[config.mk]
export PLATFORM = sky130hd
export DESIGN_NAME = seq_stepper
export DESIGN_NICKNAME = d
export VERILOG_FILES = /design/src/rtl/seq_stepper.sv
export SDC_FILE = /design/constraint.sdc
export NUM_CORES = 1
export LEC_CHECK = 0
export ABC_AREA = 1
export CORE_MARGIN = 5
export CORE_UTILIZATION = 50
export CTS_CLUSTER_DIAMETER = 80
export DETAILED_ROUTE_END_ITERATION = 16
export PLACE_DENSITY = 0.7
export SYNTH_ARGS = -nofsm -noshare
export SYNTH_HDL_FRONTEND = slang
export SYNTH_SLANG_ARGS = --single-unit
export TNS_END_PERCENT = 10
[constraint.sdc]
create_clock -name CP -period 3.05 [get_ports CP]
set_clock_uncertainty 0.2 [all_clocks]
set_input_delay 0.305 -clock CP [delete_from_list [all_inputs] [get_ports CP]]
set_output_delay 0.305 -clock CP [all_outputs]
set_load 0.02 [all_outputs]
[src/rtl/seq_stepper.sv]
// seq_stepper: prescaled reversible stepper through binary, Gray or Johnson codes,
// with synchronous load and Johnson illegal-state recovery flagged on Err.
module seq_stepper #(
    parameter int W         = 4,
    parameter int DIV       = 50_000_000,
    parameter int RESET_VAL = 0
) (
    input  logic         CP,
    input  logic         nCR,
    input  logic         Sin,
    input  logic         En,
    input  logic [1:0]   Mode,
    input  logic         Load,
    input  logic [W-1:0] Din,
    output logic [W-1:0] Out,
    output logic         Tick,
    output logic         Err
);
    localparam int CW = DIV > 1 ? $clog2(DIV) : 1;
    logic [CW-1:0] cnt;
    logic [W-1:0]  bin, bin_next, gray_next, john_next, next_out;
    logic [W-2:0]  diff;
    logic          illegal, step;
    assign Tick = cnt == CW'(DIV - 1);
    assign step = Tick && En && !Load && Mode != 2'b11;
    always_comb begin
        bin = '0;
        for (int i = 0; i < W; i++) bin[i] = ^(Out >> i);
        bin_next  = Sin ? bin + W'(1) : bin - W'(1);
        gray_next = bin_next ^ (bin_next >> 1);
        john_next = Sin ? {Out[W-2:0], ~Out[W-1]} : {~Out[0], Out[W-1:1]};
        // a legal Johnson word has at most one boundary between runs of equal bits
        diff      = Out[W-2:0] ^ Out[W-1:1];
        illegal   = |(diff & (diff - (W-1)'(1)));
        next_out  = Mode == 2'b00 ? (Sin ? Out + W'(1) : Out - W'(1)) :
                    Mode == 2'b01 ? gray_next :
                    illegal       ? '0 : john_next;
    end
    always_ff @(posedge CP or negedge nCR) begin
        if (!nCR) begin
            cnt <= '0;
            Out <= W'(RESET_VAL);
            Err <= 1'b0;
        end else begin
            cnt <= Tick ? '0 : cnt + CW'(1);
            Out <= Load ? Din : step ? next_out : Out;
            Err <= step && Mode == 2'b10 && illegal;
        end
    end
endmodule
==> results.md, run 1 <==
| Quantity | This run | Unit |
|:---|:---|:---|
| Maximum buffer depth of the clock tree | 2 | - |
| Worst VDD drop | 0.322 | mV |
| Highest achievable clock rate | 360 | MHz |
| Initial core utilization | 52.2 | % |
| Complex-gate fraction of the synthesized area | 8.56 | % |
| Worst setup SP type | flip-flop | - |
| Start-to-end type of the worst setup path | reg2out | - |
| Worst slew slack as a fraction of its limit | 61.2 | % |
| Total via count after detailed routing | 1911 | - |
| Final Wtd Congestion | 0.969 | - |
| Max-slew violations | 0 | - |
| Post-synthesis cell type with the largest combined area | dfrtp_1 | - |
| Main flop type after synthesis | dfrtp_1 | - |
| Sink Count | 31 | - |
| DR pass1 iterations | 4 | - |
| Status | finished, final reports clean | - |
| Placement row count | 23 | - |
| Iter 0 DRT Violations | 72 | - |
| Grt total ovfl | 0 | - |
| Number of cells on the critical path | 8 | - |
| Seq/Total Area, Yosys | 36.6 | % |
| Sort of element at the end of the critical path | primary output | - |
| Leakage Power | 1.17 | nW |
| Clock edge transition at the registers on the reported setup and hold paths | 0.07 | ns |
| Post-cts gate resize count | 0 | - |
| Total power divided by cell area | 464 | mW/mm^2 |
| Cell Int Power | 0.000742 | W |
| Worst setup slack after placement | 0.381 | ns |
| Initial antenna violation count | 0 | - |
| Syn Area/Cell | 7.33 | sq um |
| Final Core Density | 60.0 | % |
| Share of synthesized cell area in full adder, half adder and majority cells | 4.84 | % |
| Net count of the mapped netlist | 307 | - |
| Combinational power share | 31.2 | % |
| Number of H-tree branching levels | 2 | - |
| Post-Synthesis Cells | 289 | - |
| Via count of the first global-routing pass | 1859 | - |
| Antenna Diode Count | 0 | - |
| Min Clock Period, post-route | 2.78 | ns |
| Share of power burned in the clock network | 29.2 | % |
| Largest family of logic cells by synthesized area | simple AND/OR/NAND/NOR gates | - |
| Total clock buffers created by CTS | 5 | - |
| Area of the mapped netlist | 0.00212 | sq mm |
| #FFs+latches synth | 31 | - |
| Final Routed Wirelength | 4.72 | mm |
| Residual DRC count | 0 | - |
| Half-perimeter wire length after placement | 3.67 | mm |
| Total number of yosys warnings | 0 | - |
| Async S/R FF share, synth | 100 | % |
| CP Buf/Inv Count | 2 | - |
| Max-capacitance violation count | 0 | - |
| Total negative setup slack | 0 | ns |
| Stage delay of the slowest cell on the critical path | 0.64 | ns |
| RSZ-0062 raised after global routing | false | - |
| Footprint of the flip-flops and latches | 776 | sq um |
| Number of hold violations in the final report | 0 | - |
| Worst R2R Setup Slack | 0.49 | ns |
| Share of total power in sequential cells | 39.6 | % |
| Count of filler cells inserted in the layout | 389 | - |
| Switching power as a share of total power | 34.3 | % |
| Mux cell area share after synthesis | 0 | % |
| Leading post-synthesis cells by cell area | dfrtp_1 (37%), nand2_1 (13%), inv_1 (7.3%) | - |
| Yosys top cell area share | 36.6 | % |
| Floorplan Core Area | 0.00406 | sq mm |
| Root Buffer | clkbuf_8 | - |
| Path category of the worst min-delay check | in2async | - |
| Number of synthesized flops with an enable pin | 0 | - |
| Worst-Skew Late Latency | 0.28 | ns |
| Data arrival time at the worst-slack endpoint | 2.27 | ns |
| Cell class contributing the biggest share of worst-path delay | buffers and inverters | - |
| I/O pin count | 17 | - |
| Final setup viols | 0 | - |
| Horizontal extent of the die | 75.1 | um |
| Area growth from synthesis to final layout | 14.9 | % |
| PnR worst setup slack | 0.271 | ns |
| Post-CTS setup repair buffer count | 0 | - |
| Final net count | 330 | - |
| Peak fanout along the critical path | 8 | - |
| Unique masters post-synth | 33 | - |
| First-pass GRT wire length | 8.19 | mm |
| Die outline height | 75.1 | um |
| Remaining antenna violation count | 0 | - |
| Area share of xor/xnor cells in the synthesized design | 6.20 | % |
| Post-Synth Simple-Gate Area | 35.5 | % |
| Ordered cell list for the critical path | ha_1, nand2_2, nor2_4, nand2_2, nor2_4, nand3_1, clkinv_1, clkdlybuf4s50_1 | - |
| Cell type of the slowest stage on the worst timing path | clkdlybuf4s50_1 | - |
| Least-Margin Pin Slew | 0.573 | ns |
| Pin count of the biggest net entering global routing | 32 | - |
| Multi-input gate area in the final layout | 0.00117 | sq mm |
| Port-buffer cells | 16 | - |
| CP Data Required Time | 2.54 | ns |
| Overall die area | 0.00564 | sq mm |
| Depth of the most critical reg-to-reg path | 14 | - |
| Total of hold buffers inserted after clock tree synthesis | 0 | - |
| Drt via density | 5.28 | - |
| CTS tree | yes | - |
| Total Routing Usage GR | 18.7 | % |
| Net Switching | 0.000388 | W |
| Period utilization | 91.1 | % |
| Average wire per standard cell | 13.0 | um |
| Most frequent cell after synthesis | nand2_1 | - |
| Share of final-layout standard cells stronger than drive strength 1 | 9.29 | % |
| Leading post-synthesis cells by instance count | nand2_1 (74), inv_1 (41), nor2_1 (32) | - |
-- flip-flops by register name (all words and copies together), names as in the netlist --
| name | cells |
|---|---|
| cnt | 26 |
| Out | 4 |
| Err | 1 |
-- final timing paths --
kind | start | to
max | cnt[0]$_DFF_PN0_ | Tick
min | nCR | cnt[13]$_DFF_PN0_
max reg2reg | Out[2]$_DFFE_PN0P_ | Out[1]$_DFFE_PN0P_
min reg2reg | cnt[0]$_DFF_PN0_ | cnt[0]$_DFF_PN0_
max in group asynchronous | nCR | cnt[6]$_DFF_PN0_
min in group CP | cnt[0]$_DFF_PN0_ | cnt[0]$_DFF_PN0_
-- per-stage QoR --
stage / hold WS [ns] / total power, W / cell area [sq um] / std cells
global route: 0.261 / 0.00120 / 2430 / 362
CTS: 0.229 / 0.00114 / 2430 / 362
floorplan: -0.191 / 0.000695 / 2120 / 289
global placement: 0.298 / 0.000808 / 2350 / 355
finish: 0.217 / 0.00113 / 2430 / 362
detailed placement: 0.310 / 0.000804 / 2350 / 355
-- final cells by class --
type	count	area share [%]
Sequential cell	31	31.9
Timing Repair Buffer	18	7.19
Clock inverter	1	0.206
Inverter	44	6.78
Multi-Input combinational cell	212	48.0
Clock buffer	6	3.39
Tap cell	50	2.57
-- worst register-to-register path, cell delays in order, from the launching register on --
cell	delay, ns
dfrtp_1	0.53
inv_1	0.12
nand2_1	0.07
nand2_1	0.07
nand2_1	0.10
nand2_1	0.08
fa_1	0.39
xor2_1	0.19
xor2_1	0.15
o21ai_0	0.18
nand2_1	0.08
o21ai_0	0.07
nand2_1	0.07
nand2_1	0.06
o21ai_0	0.07
-- routing by layer --
| layer | vias to the layer above | track usage [%] | part of all wire (%) |
|---|---|---|---|
| met5 | - | 0 | 0 |
| met4 | 0 | 5.73 | 0.87 |
| met3 | 4 | 3.20 | 3.1 |
| met2 | 31 | 31.7 | 48 |
| met1 | 894 | 24.3 | 48 |
| li1 | 982 | - | - |
-- power by group through the flow --
stage	clock network [W]	logic, W	registers (W)
2_1_floorplan	0	0.000234	0.000461
4_1_cts	0.000338	0.000352	0.000447
6_report	0.000329	0.000353	0.000447
5_1_grt	0.000354	0.000401	0.000449
3_3_place_gp	0	0.000353	0.000455
3_5_place_dp	0	0.000350	0.000454
-- placed cells by master (no fill, tap or decap) --
cell,n
clkinv_2,1
inv_2,2
clkbuf_8,6
o21ai_0,11
nor4b_1,2
ha_1,5
nand4_2,1
o2111ai_1,2
xor2_1,13
a21oi_1,10
nand2_1,74
nand3_1,17
nor3b_1,1
buf_4,2
nand4_1,10
nand3_2,2
nor4_1,3
nand2_2,4
clkdlybuf4s50_1,16
nor3_1,3
o21ai_1,1
nor2_1,32
xnor2_1,2
o221a_2,1
o211ai_1,2
or2_2,1
fa_1,2
clkinv_1,1
inv_1,41
nor2_2,3
a31oi_1,2
o21a_1,1
a211oi_1,1
nor3_2,1
dfrtp_1,31
nor2_4,5
-- logic make-up (layout without fill, tap and decap cells) --
family,count (synthesis),in the layout
and+or+nand+nor,159,159
buffers and inverters,46,69
AOI/OAI and AO/OA,31,31
DFF,31,31
xor gates and xnor gates,15,15
adders and majority gates,7,7
Power figures use the tool's default switching activity.
==> inputs of run 2 (changes only) <==
--- a/config.mk
+++ b/config.mk
@@ -5,7 +5,6 @@
 export SDC_FILE = /design/constraint.sdc
 export NUM_CORES = 1
 export LEC_CHECK = 0
-export ABC_AREA = 1
 export CORE_MARGIN = 5
 export CORE_UTILIZATION = 50
 export CTS_CLUSTER_DIAMETER = 80
==> run 2 against run 1 <==
Wire length decreased by 17%. Hold slack got worse by 0.013 ns. Die area decreased by 3.2%. Critical endpoint is now Out[3]$_DFFE_PN0P_. Largest power group unchanged.
==> results.md, run 2 <==
| Quantity | This run | Unit | vs previous |
|:---|:---|:---|:---|
| Complex-gate fraction of the synthesized area | 8.09 | % | was 8.56% |
| Worst R2R Setup Slack | 0.22 | ns | was 0.49 ns |
| Maximum buffer depth of the clock tree | 2 | - | unchanged |
| Switching power as a share of total power | 30.8 | % | was 34.3% |
| Sort of element at the end of the critical path | flip-flop | - | was primary output |
| Worst setup SP type | flip-flop | - | unchanged |
| Startpoint of the worst-slack reg-to-reg timing path | Out[3]$_DFFE_PN0P_ | - | was Out[2]$_DFFE_PN0P_ |
| Share of power burned in the clock network | 28.5 | % | was 29.2% |
| Commonest non-fill, non-tap cell in the layout | dfrtp_1 | - | was nand2_1 |
| Net Switching | 0.000328 | W | was 0.000388 W |
| Average wire per standard cell | 13.6 | um | was 13.0 um |
| Initial core utilization | 51.4 | % | was 52.2% |
| Port-buffer cells | 16 | - | unchanged |
| Worst VDD drop | 0.203 | mV | was 0.322 mV |
| Share of synthesized cell area in full adder, half adder and majority cells | 5.02 | % | was 4.84% |
| Depth of the most critical reg-to-reg path | 9 | - | was 14 |
| Top Registers | cnt (26), Out (4), Err (1) | - | unchanged |
| Count of filler cells inserted in the layout | 365 | - | was 389 |
| CP Buf/Inv Count | 1 | - | was 2 |
| Final setup viols | 0 | - | unchanged |
| Drt via density | 5.32 | - | was 5.28 |
| Ordered cell list for the critical path | xnor3_1, inv_1, ha_1, or3b_2, a21boi_0, o31ai_1, nor4b_1, nor4_2, o31ai_2 | - | was ha_1, nand2_2, nor2_4, nand2_2, nor2_4, nand3_1, clkinv_1, clkdlybuf4s50_1 |
| Overall power | 0.00106 | W | was 0.00113 W |
| Seq/Total Area, Yosys | 38.0 | % | was 36.6% |
| Highest achievable clock rate | 354 | MHz | was 360 MHz |
| Total clock buffers created by CTS | 5 | - | unchanged |
| Final Routed Wirelength | 3.91 | mm | was 4.72 mm |
| Total power divided by cell area | 452 | mW/mm^2 | was 464 mW/mm^2 |
| Main flop type after synthesis | dfrtp_1 | - | unchanged |
| RSZ-0062 raised after global routing | false | - | unchanged |
| Residual DRC count | 0 | - | unchanged |
| Number of H-tree branching levels | 2 | - | unchanged |
| Stage delay of the slowest cell on the critical path | 0.46 | ns | was 0.64 ns |
| #FFs+latches synth | 31 | - | unchanged |
| Area growth from synthesis to final layout | 15.3 | % | was 14.9% |
| I/O pin count | 17 | - | unchanged |
| Mux cell area share after synthesis | 3.06 | % | was 0% |
| Number of synthesized flops with an enable pin | 0 | - | unchanged |
| Share of final-layout standard cells stronger than drive strength 1 | 10.5 | % | was 9.29% |
| Data arrival time at the worst-slack endpoint | 2.78 | ns | was 2.27 ns |
| DR pass1 iterations | 4 | - | unchanged |
| Largest family of logic cells by synthesized area | simple AND/OR/NAND/NOR gates | - | unchanged |
| Least-Margin Pin Slew | 0.461 | ns | was 0.573 ns |
| Pin count of the biggest net entering global routing | 32 | - | unchanged |
| Combinational power share | 31.8 | % | was 31.2% |
| Total negative setup slack | 0 | ns | unchanged |
| Placement row count | 23 | - | unchanged |
| Remaining antenna violation count | 0 | - | unchanged |
| Share of total power in sequential cells | 39.7 | % | was 39.6% |
| PnR worst setup slack | 0.222 | ns | was 0.271 ns |
| Total Routing Usage GR | 17.0 | % | was 18.7% |
| Worst-Skew Late Latency | 0.28 | ns | about the same |
| Cell type of the slowest stage on the worst timing path | xnor3_1 | - | was clkdlybuf4s50_1 |
| Worst slew slack as a fraction of its limit | 69.0 | % | was 61.2% |
| CP Data Required Time | 3.01 | ns | was 2.54 ns |
| Cell Int Power | 0.000735 | W | was 0.000742 W |
| Max-slew violations | 0 | - | unchanged |
| Final Wtd Congestion | 0.797 | - | was 0.969 |
| Floorplan Core Area | 0.00397 | sq mm | was 0.00406 sq mm |
| Status | finished, final reports clean | - | unchanged |
| Area of the mapped netlist | 0.00204 | sq mm | was 0.00212 sq mm |
| Half-perimeter wire length after placement | 2.93 | mm | was 3.67 mm |
| Initial antenna violation count | 0 | - | unchanged |
| Area share of xor/xnor cells in the synthesized design | 15.1 | % | was 6.20% |
| Total of hold buffers inserted after clock tree synthesis | 0 | - | unchanged |
| Path category of the worst min-delay check | in2async | - | unchanged |
| Antenna Diode Count | 0 | - | unchanged |
| Leading post-synthesis cells by cell area | dfrtp_1 (38%), xor2_1 (8.1%), xnor2_1 (4.7%) | - | was dfrtp_1 (37%), nand2_1 (13%), inv_1 (7.3%) |
| Clock edge transition at the registers on the reported setup and hold paths | 0.07 | ns | about the same |
| Cell class contributing the biggest share of worst-path delay | simple AND/OR/NAND/NOR gates | - | was buffers and inverters |
| Net count of the mapped netlist | 233 | - | was 307 |
| Die outline height | 73.9 | um | was 75.1 um |
| Async S/R FF share, synth | 100 | % | unchanged |
| Final net count | 254 | - | was 330 |
| First-pass GRT wire length | 7.17 | mm | was 8.19 mm |
| Post-cts gate resize count | 0 | - | unchanged |
| Leakage Power | 1.05 | nW | was 1.17 nW |
| Number of flip-flops under the largest register name | 26 | - | unchanged |
| Min Clock Period, post-route | 2.83 | ns | was 2.78 ns |
| Post-Synth Simple-Gate Area | 26.9 | % | was 35.5% |
| Total via count after detailed routing | 1528 | - | was 1911 |
| CTS tree | yes | - | unchanged |
| Yosys top cell area share | 38.0 | % | was 36.6% |
| Number of hold violations in the final report | 0 | - | unchanged |
| Syn Area/Cell | 9.50 | sq um | was 7.33 sq um |
| Register with the highest flop count | cnt | - | unchanged |
| Post-synthesis cell type with the largest combined area | dfrtp_1 | - | unchanged |
| Sink Count | 31 | - | unchanged |
| Peak fanout along the critical path | 5 | - | was 8 |
| Grt total ovfl | 0 | - | unchanged |
| Period utilization | 92.7 | % | was 91.1% |
| Root Buffer | clkbuf_8 | - | unchanged |
| Iter 0 DRT Violations | 112 | - | was 72 |
| Worst setup slack after placement | 0.260 | ns | was 0.381 ns |
| Destination of the worst register-to-register timing path | Out[3]$_DFFE_PN0P_ | - | was Out[1]$_DFFE_PN0P_ |
| Post-Synthesis Cells | 215 | - | was 289 |
| Start-to-end type of the worst setup path | reg2reg | - | was reg2out |
| Leading post-synthesis cells by instance count | dfrtp_1 (31), nor2_1 (20), xor2_1 (19) | - | was nand2_1 (74), inv_1 (41), nor2_1 (32) |
| Most frequent cell after synthesis | dfrtp_1 | - | was nand2_1 |
| Unique masters post-synth | 45 | - | was 33 |
| Highest-count cells in the layout ignoring fill and taps | dfrtp_1 (31), nor2_1 (20), xor2_1 (19) | - | was nand2_1 (74), inv_1 (41), nor2_1 (32) |
| Max-capacitance violation count | 0 | - | unchanged |
| Horizontal extent of the die | 73.9 | um | was 75.1 um |
| Post-CTS setup repair buffer count | 0 | - | unchanged |
| Overall die area | 0.00546 | sq mm | was 0.00564 sq mm |
| Via count of the first global-routing pass | 1537 | - | was 1859 |
| Total number of yosys warnings | 0 | - | unchanged |
run 2: power groups by stage:
| stage | Sequential, W | Combinational, W | Clock, W |
|---|---|---|---|
| 6_report | 0.000422 | 0.000338 | 0.000303 |
| 5_1_grt | 0.000422 | 0.000370 | 0.000334 |
| 4_1_cts | 0.000422 | 0.000340 | 0.000310 |
| 3_5_place_dp | 0.000429 | 0.000337 | 0 |
| 3_3_place_gp | 0.000429 | 0.000328 | 0 |
| 2_1_floorplan | 0.000439 | 0.000235 | 0 |
run 2: cell type report:
type,instances,area (sq um),share of cell area (%)
tap,50,62.6,2.66
inverter,5,18.8,0.797
clock buffer,7,76.3,3.24
sequential,31,776,33.0
timing repair buffer,25,228,9.68
clock inverter,1,5.00,0.213
multi-input combinational,168,1190,50.5
run 2: how the worst max path moves through the flow:
stage	start	end	slack [ns]	depth (start not counted)
floorplan	Out[3]$_DFFE_PN0P_	Out[2]$_DFFE_PN0P_	0.09	10
global placement	Out[3]$_DFFE_PN0P_	Out[3]$_DFFE_PN0P_	0.28	9
detailed placement	Out[3]$_DFFE_PN0P_	Out[3]$_DFFE_PN0P_	0.26	9
CTS	Out[3]$_DFFE_PN0P_	Out[3]$_DFFE_PN0P_	0.24	9
global route	Out[3]$_DFFE_PN0P_	Out[3]$_DFFE_PN0P_	0.01	9
finish	Out[3]$_DFFE_PN0P_	Out[3]$_DFFE_PN0P_	0.22	9
run 2: cell families (layout without fill, tap and decap cells):
kind of cell / after synthesis / in the layout
and+or+nand+nor: 97 / 97
xor gates and xnor gates: 32 / 32
DFF: 31 / 31
AOI/OAI and AO/OA: 26 / 26
buffers and inverters: 16 / 38
adders and majority gates: 7 / 7
muxes: 6 / 6
run 2: per-stage QoR:
step	utilization, %	cells	cell area, sq um	hold slack [ns]
2_1_floorplan	-	215	2040	-0.191
3_3_place_gp	57.2	279	2270	0.284
3_5_place_dp	57.2	279	2270	0.277
4_1_cts	59.3	287	2350	0.218
5_1_grt	59.3	287	2350	0.228
6_report	59.3	287	2350	0.205
run 2: layer usage:
metal	track usage [%]	up-vias	wire length (um)
li1	-	798	-
met1	25.0	707	2070
met2	24.1	17	1650
met3	5.06	6	148
met4	4.83	0	48
met5	0	-	0
run 2: worst reg2reg max path, stage by stage (launching register included):
cell      delay, ns
dfrtp_1        0.38
xnor3_1        0.46
inv_1          0.06
ha_1           0.34
or3b_2         0.46
a21boi_0       0.26
o31ai_1        0.13
nor4b_1        0.16
nor4_2         0.17
o31ai_2        0.09
==> inputs of run 3 (changes only) <==
--- a/config.mk
+++ b/config.mk
@@ -5,10 +5,13 @@
 export SDC_FILE = /design/constraint.sdc
 export NUM_CORES = 1
 export LEC_CHECK = 0
+export ABC_CLOCK_PERIOD_IN_PS = 3050
 export CORE_MARGIN = 5
 export CORE_UTILIZATION = 50
+export CTS_BUF_LIST = sky130_fd_sc_hd__clkbuf_4
 export CTS_CLUSTER_DIAMETER = 80
 export DETAILED_ROUTE_END_ITERATION = 16
+export HOLD_SLACK_MARGIN = 0.08
 export PLACE_DENSITY = 0.7
 export SYNTH_ARGS = -nofsm -noshare
 export SYNTH_HDL_FRONTEND = slang
==> run 3 against run 2 <==
Critical path depth is the same. Hold slack got worse by 0.062 ns. Sequential power hardly changed. Combinational power hardly changed. Register-to-register slack is essentially flat. Core utilization decreased by 0.60 points. Global-route usage decreased by 0.34 points. Via count increased by 0.98%. Wire length barely moved. Fmax is 0.32% higher. Die area did not move. Largest cell class unchanged. Largest power group unchanged. Highest routed layer unchanged.
==> results.md, run 3 (synthesis gave the netlist of run 2 again) <==
| Quantity | This run | Unit | vs previous |
|:---|:---|:---|:---|
| Antenna Diode Count | 0 | - | unchanged |
| Ordered cell list for the critical path | xnor3_1, inv_1, ha_1, or3b_2, a21boi_0, o31ai_1, a21oi_1, nor4_2, o31ai_2 | - | was xnor3_1, inv_1, ha_1, or3b_2, a21boi_0, o31ai_1, nor4b_1, nor4_2, o31ai_2 |
| Highest-count cells in the layout ignoring fill and taps | dfrtp_1 (31), nor2_1 (20), xor2_1 (19) | - | unchanged |
| Number of hold violations in the final report | 0 | - | unchanged |
| Wire length on met3 | 183 | um | was 148 um |
| Stage delay of the slowest cell on the critical path | 0.46 | ns | about the same |
| Sort of element at the end of the critical path | flip-flop | - | unchanged |
| Highest achievable clock rate | 355 | MHz | was 354 MHz |
| Horizontal extent of the die | 73.9 | um | unchanged |
| Drt via density | 5.38 | - | was 5.32 |
| Total of hold buffers inserted after clock tree synthesis | 0 | - | unchanged |
| Startpoint of the worst-slack reg-to-reg timing path | Out[3]$_DFFE_PN0P_ | - | unchanged |
| Remaining antenna violation count | 0 | - | unchanged |
| Final Routed Wirelength | 3.92 | mm | was 3.91 mm |
| Worst hold slack | 0.143 | ns | was 0.205 ns |
| Peak fanout along the critical path | 5 | - | unchanged |
| Leakage Power | 1.04 | nW | was 1.05 nW |
| Final Core Density | 58.7 | % | was 59.3% |
| Critical path launch point | Out[3]$_DFFE_PN0P_ | - | unchanged |
| CP Data Required Time | 3.11 | ns | was 3.01 ns |
| Half-perimeter wire length after placement | 2.93 | mm | unchanged |
| Overall die area | 0.00546 | sq mm | unchanged |
| Cell class contributing the biggest share of worst-path delay | compound AO/OA/AOI/OAI gates | - | was simple AND/OR/NAND/NOR gates |
| CTS tree | yes | - | unchanged |
| Max-slew violations | 0 | - | unchanged |
| Initial core utilization | 51.4 | % | unchanged |
| Detail Route met2 WL | 1.66 | mm | was 1.65 mm |
| Residual DRC count | 0 | - | unchanged |
| Share of final-layout standard cells stronger than drive strength 1 | 11.4 | % | was 10.5% |
| Average wire per standard cell | 13.6 | um | about the same |
| Area growth from synthesis to final layout | 14.1 | % | was 15.3% |
| Iter 0 DRT Violations | 90 | - | was 112 |
| Least-Margin Pin Slew | 0.464 | ns | was 0.461 ns |
| Path category of the worst min-delay check | in2async | - | unchanged |
| DR pass1 iterations | 4 | - | unchanged |
| Total Routing Usage GR | 16.6 | % | was 17.0% |
| Start-to-end type of the worst setup path | reg2reg | - | unchanged |
| Worst setup SP type | flip-flop | - | unchanged |
| Total clock buffers created by CTS | 5 | - | unchanged |
| Cell type of the slowest stage on the worst timing path | xnor3_1 | - | unchanged |
| Total negative setup slack | 0 | ns | unchanged |
| Post-CTS setup repair buffer count | 0 | - | unchanged |
| Floorplan Core Area | 0.00397 | sq mm | unchanged |
| Final net count | 254 | - | unchanged |
| Maximum buffer depth of the clock tree | 2 | - | unchanged |
| Placement row count | 23 | - | unchanged |
| Number of H-tree branching levels | 2 | - | unchanged |
| Pin count of the biggest net entering global routing | 32 | - | unchanged |
| Port-buffer cells | 16 | - | unchanged |
| Sink Count | 31 | - | unchanged |
| Overall power | 0.00100 | W | was 0.00106 W |
| Worst slew slack as a fraction of its limit | 68.7 | % | was 69.0% |
| Final Wtd Congestion | 0.797 | - | unchanged |
| RSZ-0062 raised after global routing | false | - | unchanged |
| Total via count after detailed routing | 1543 | - | was 1528 |
| Status | finished, final reports clean | - | unchanged |
| Total power divided by cell area | 430 | mW/mm^2 | was 452 mW/mm^2 |
| Initial antenna violation count | 0 | - | unchanged |
| Clock edge transition at the registers on the reported setup and hold paths | 0.09 | ns | was 0.07 ns |
| I/O pin count | 17 | - | unchanged |
| Register with the highest flop count | cnt | - | unchanged |
| Worst-Skew Late Latency | 0.34 | ns | was 0.28 ns |
| Top Registers | cnt (26), Out (4), Err (1) | - | unchanged |
| Top layer reached by signal wires | met4 | - | unchanged |
| Via count of the first global-routing pass | 1541 | - | was 1537 |
| Data arrival time at the worst-slack endpoint | 2.87 | ns | was 2.78 ns |
| Period utilization | 92.4 | % | was 92.7% |
| Max-capacitance violation count | 0 | - | unchanged |
| Die outline height | 73.9 | um | unchanged |
| Root Buffer | clkbuf_4 | - | was clkbuf_8 |
| First-pass GRT wire length | 7.07 | mm | was 7.17 mm |
| Worst VDD drop | 0.243 | mV | was 0.203 mV |
| CP Buf/Inv Count | 1 | - | unchanged |
| Min Clock Period, post-route | 2.82 | ns | was 2.83 ns |
| Wl on met1 | 2.01 | mm | was 2.07 mm |
| Final setup viols | 0 | - | unchanged |
| Post-cts gate resize count | 0 | - | unchanged |
| Grt total ovfl | 0 | - | unchanged |
| Number of flip-flops under the largest register name | 26 | - | unchanged |
| Worst R2R Setup Slack | 0.23 | ns | was 0.22 ns |
| Commonest non-fill, non-tap cell in the layout | dfrtp_1 | - | unchanged |
-- run 3: metrics by stage --
stage,cells,setup slack [ns],area [sq um]
2_1_floorplan,215,0.0949,2040
3_3_place_gp,279,0.281,2270
3_5_place_dp,279,0.260,2270
4_1_cts,287,0.235,2330
5_1_grt,287,0.00666,2330
6_report,287,0.231,2330
-- run 3: layout make-up --
type                            instances  area, sq um
Clock buffer                            7         52.6
Clock inverter                          1         5.00
Fill cell                             371         1640
Inverter                                5         18.8
Multi-Input combinational cell        168         1190
Sequential cell                        31          776
Tap cell                               50         62.6
Timing Repair Buffer                   25          228
-- run 3: layer usage --
layer,track usage (%),vias to the layer above
met5,0,-
met4,5.43,0
met3,3.42,7
met2,24.0,34
met1,24.9,707
li1,-,795
-- run 3: final timing paths --
kind,endpoint,cells after the start
worst min-delay path,cnt[24]$_DFF_PN0_,2
max in group asynchronous,cnt[7]$_DFF_PN0_,2
worst max register to register,Out[3]$_DFFE_PN0P_,9
worst min register to register,cnt[11]$_DFF_PN0_,1
min in group CP,cnt[11]$_DFF_PN0_,1
worst max-delay path,Out[3]$_DFFE_PN0P_,9
-- run 3: power breakdown --
part | leakage, nW | internal (W) | switching (W)
Sequential | 0.411 | 0.000417 | 0.00000452
Clock | 0.0361 | 0.000107 | 0.000134
Combinational | 0.592 | 0.000158 | 0.000181
-- run 3: worst register-to-register path: stages, from the launching register on --
cell	delay, ns
dfrtp_1	0.39
xnor3_1	0.46
inv_1	0.06
ha_1	0.34
or3b_2	0.46
a21boi_0	0.25
o31ai_1	0.12
a21oi_1	0.18
nor4_2	0.07
o31ai_2	0.21
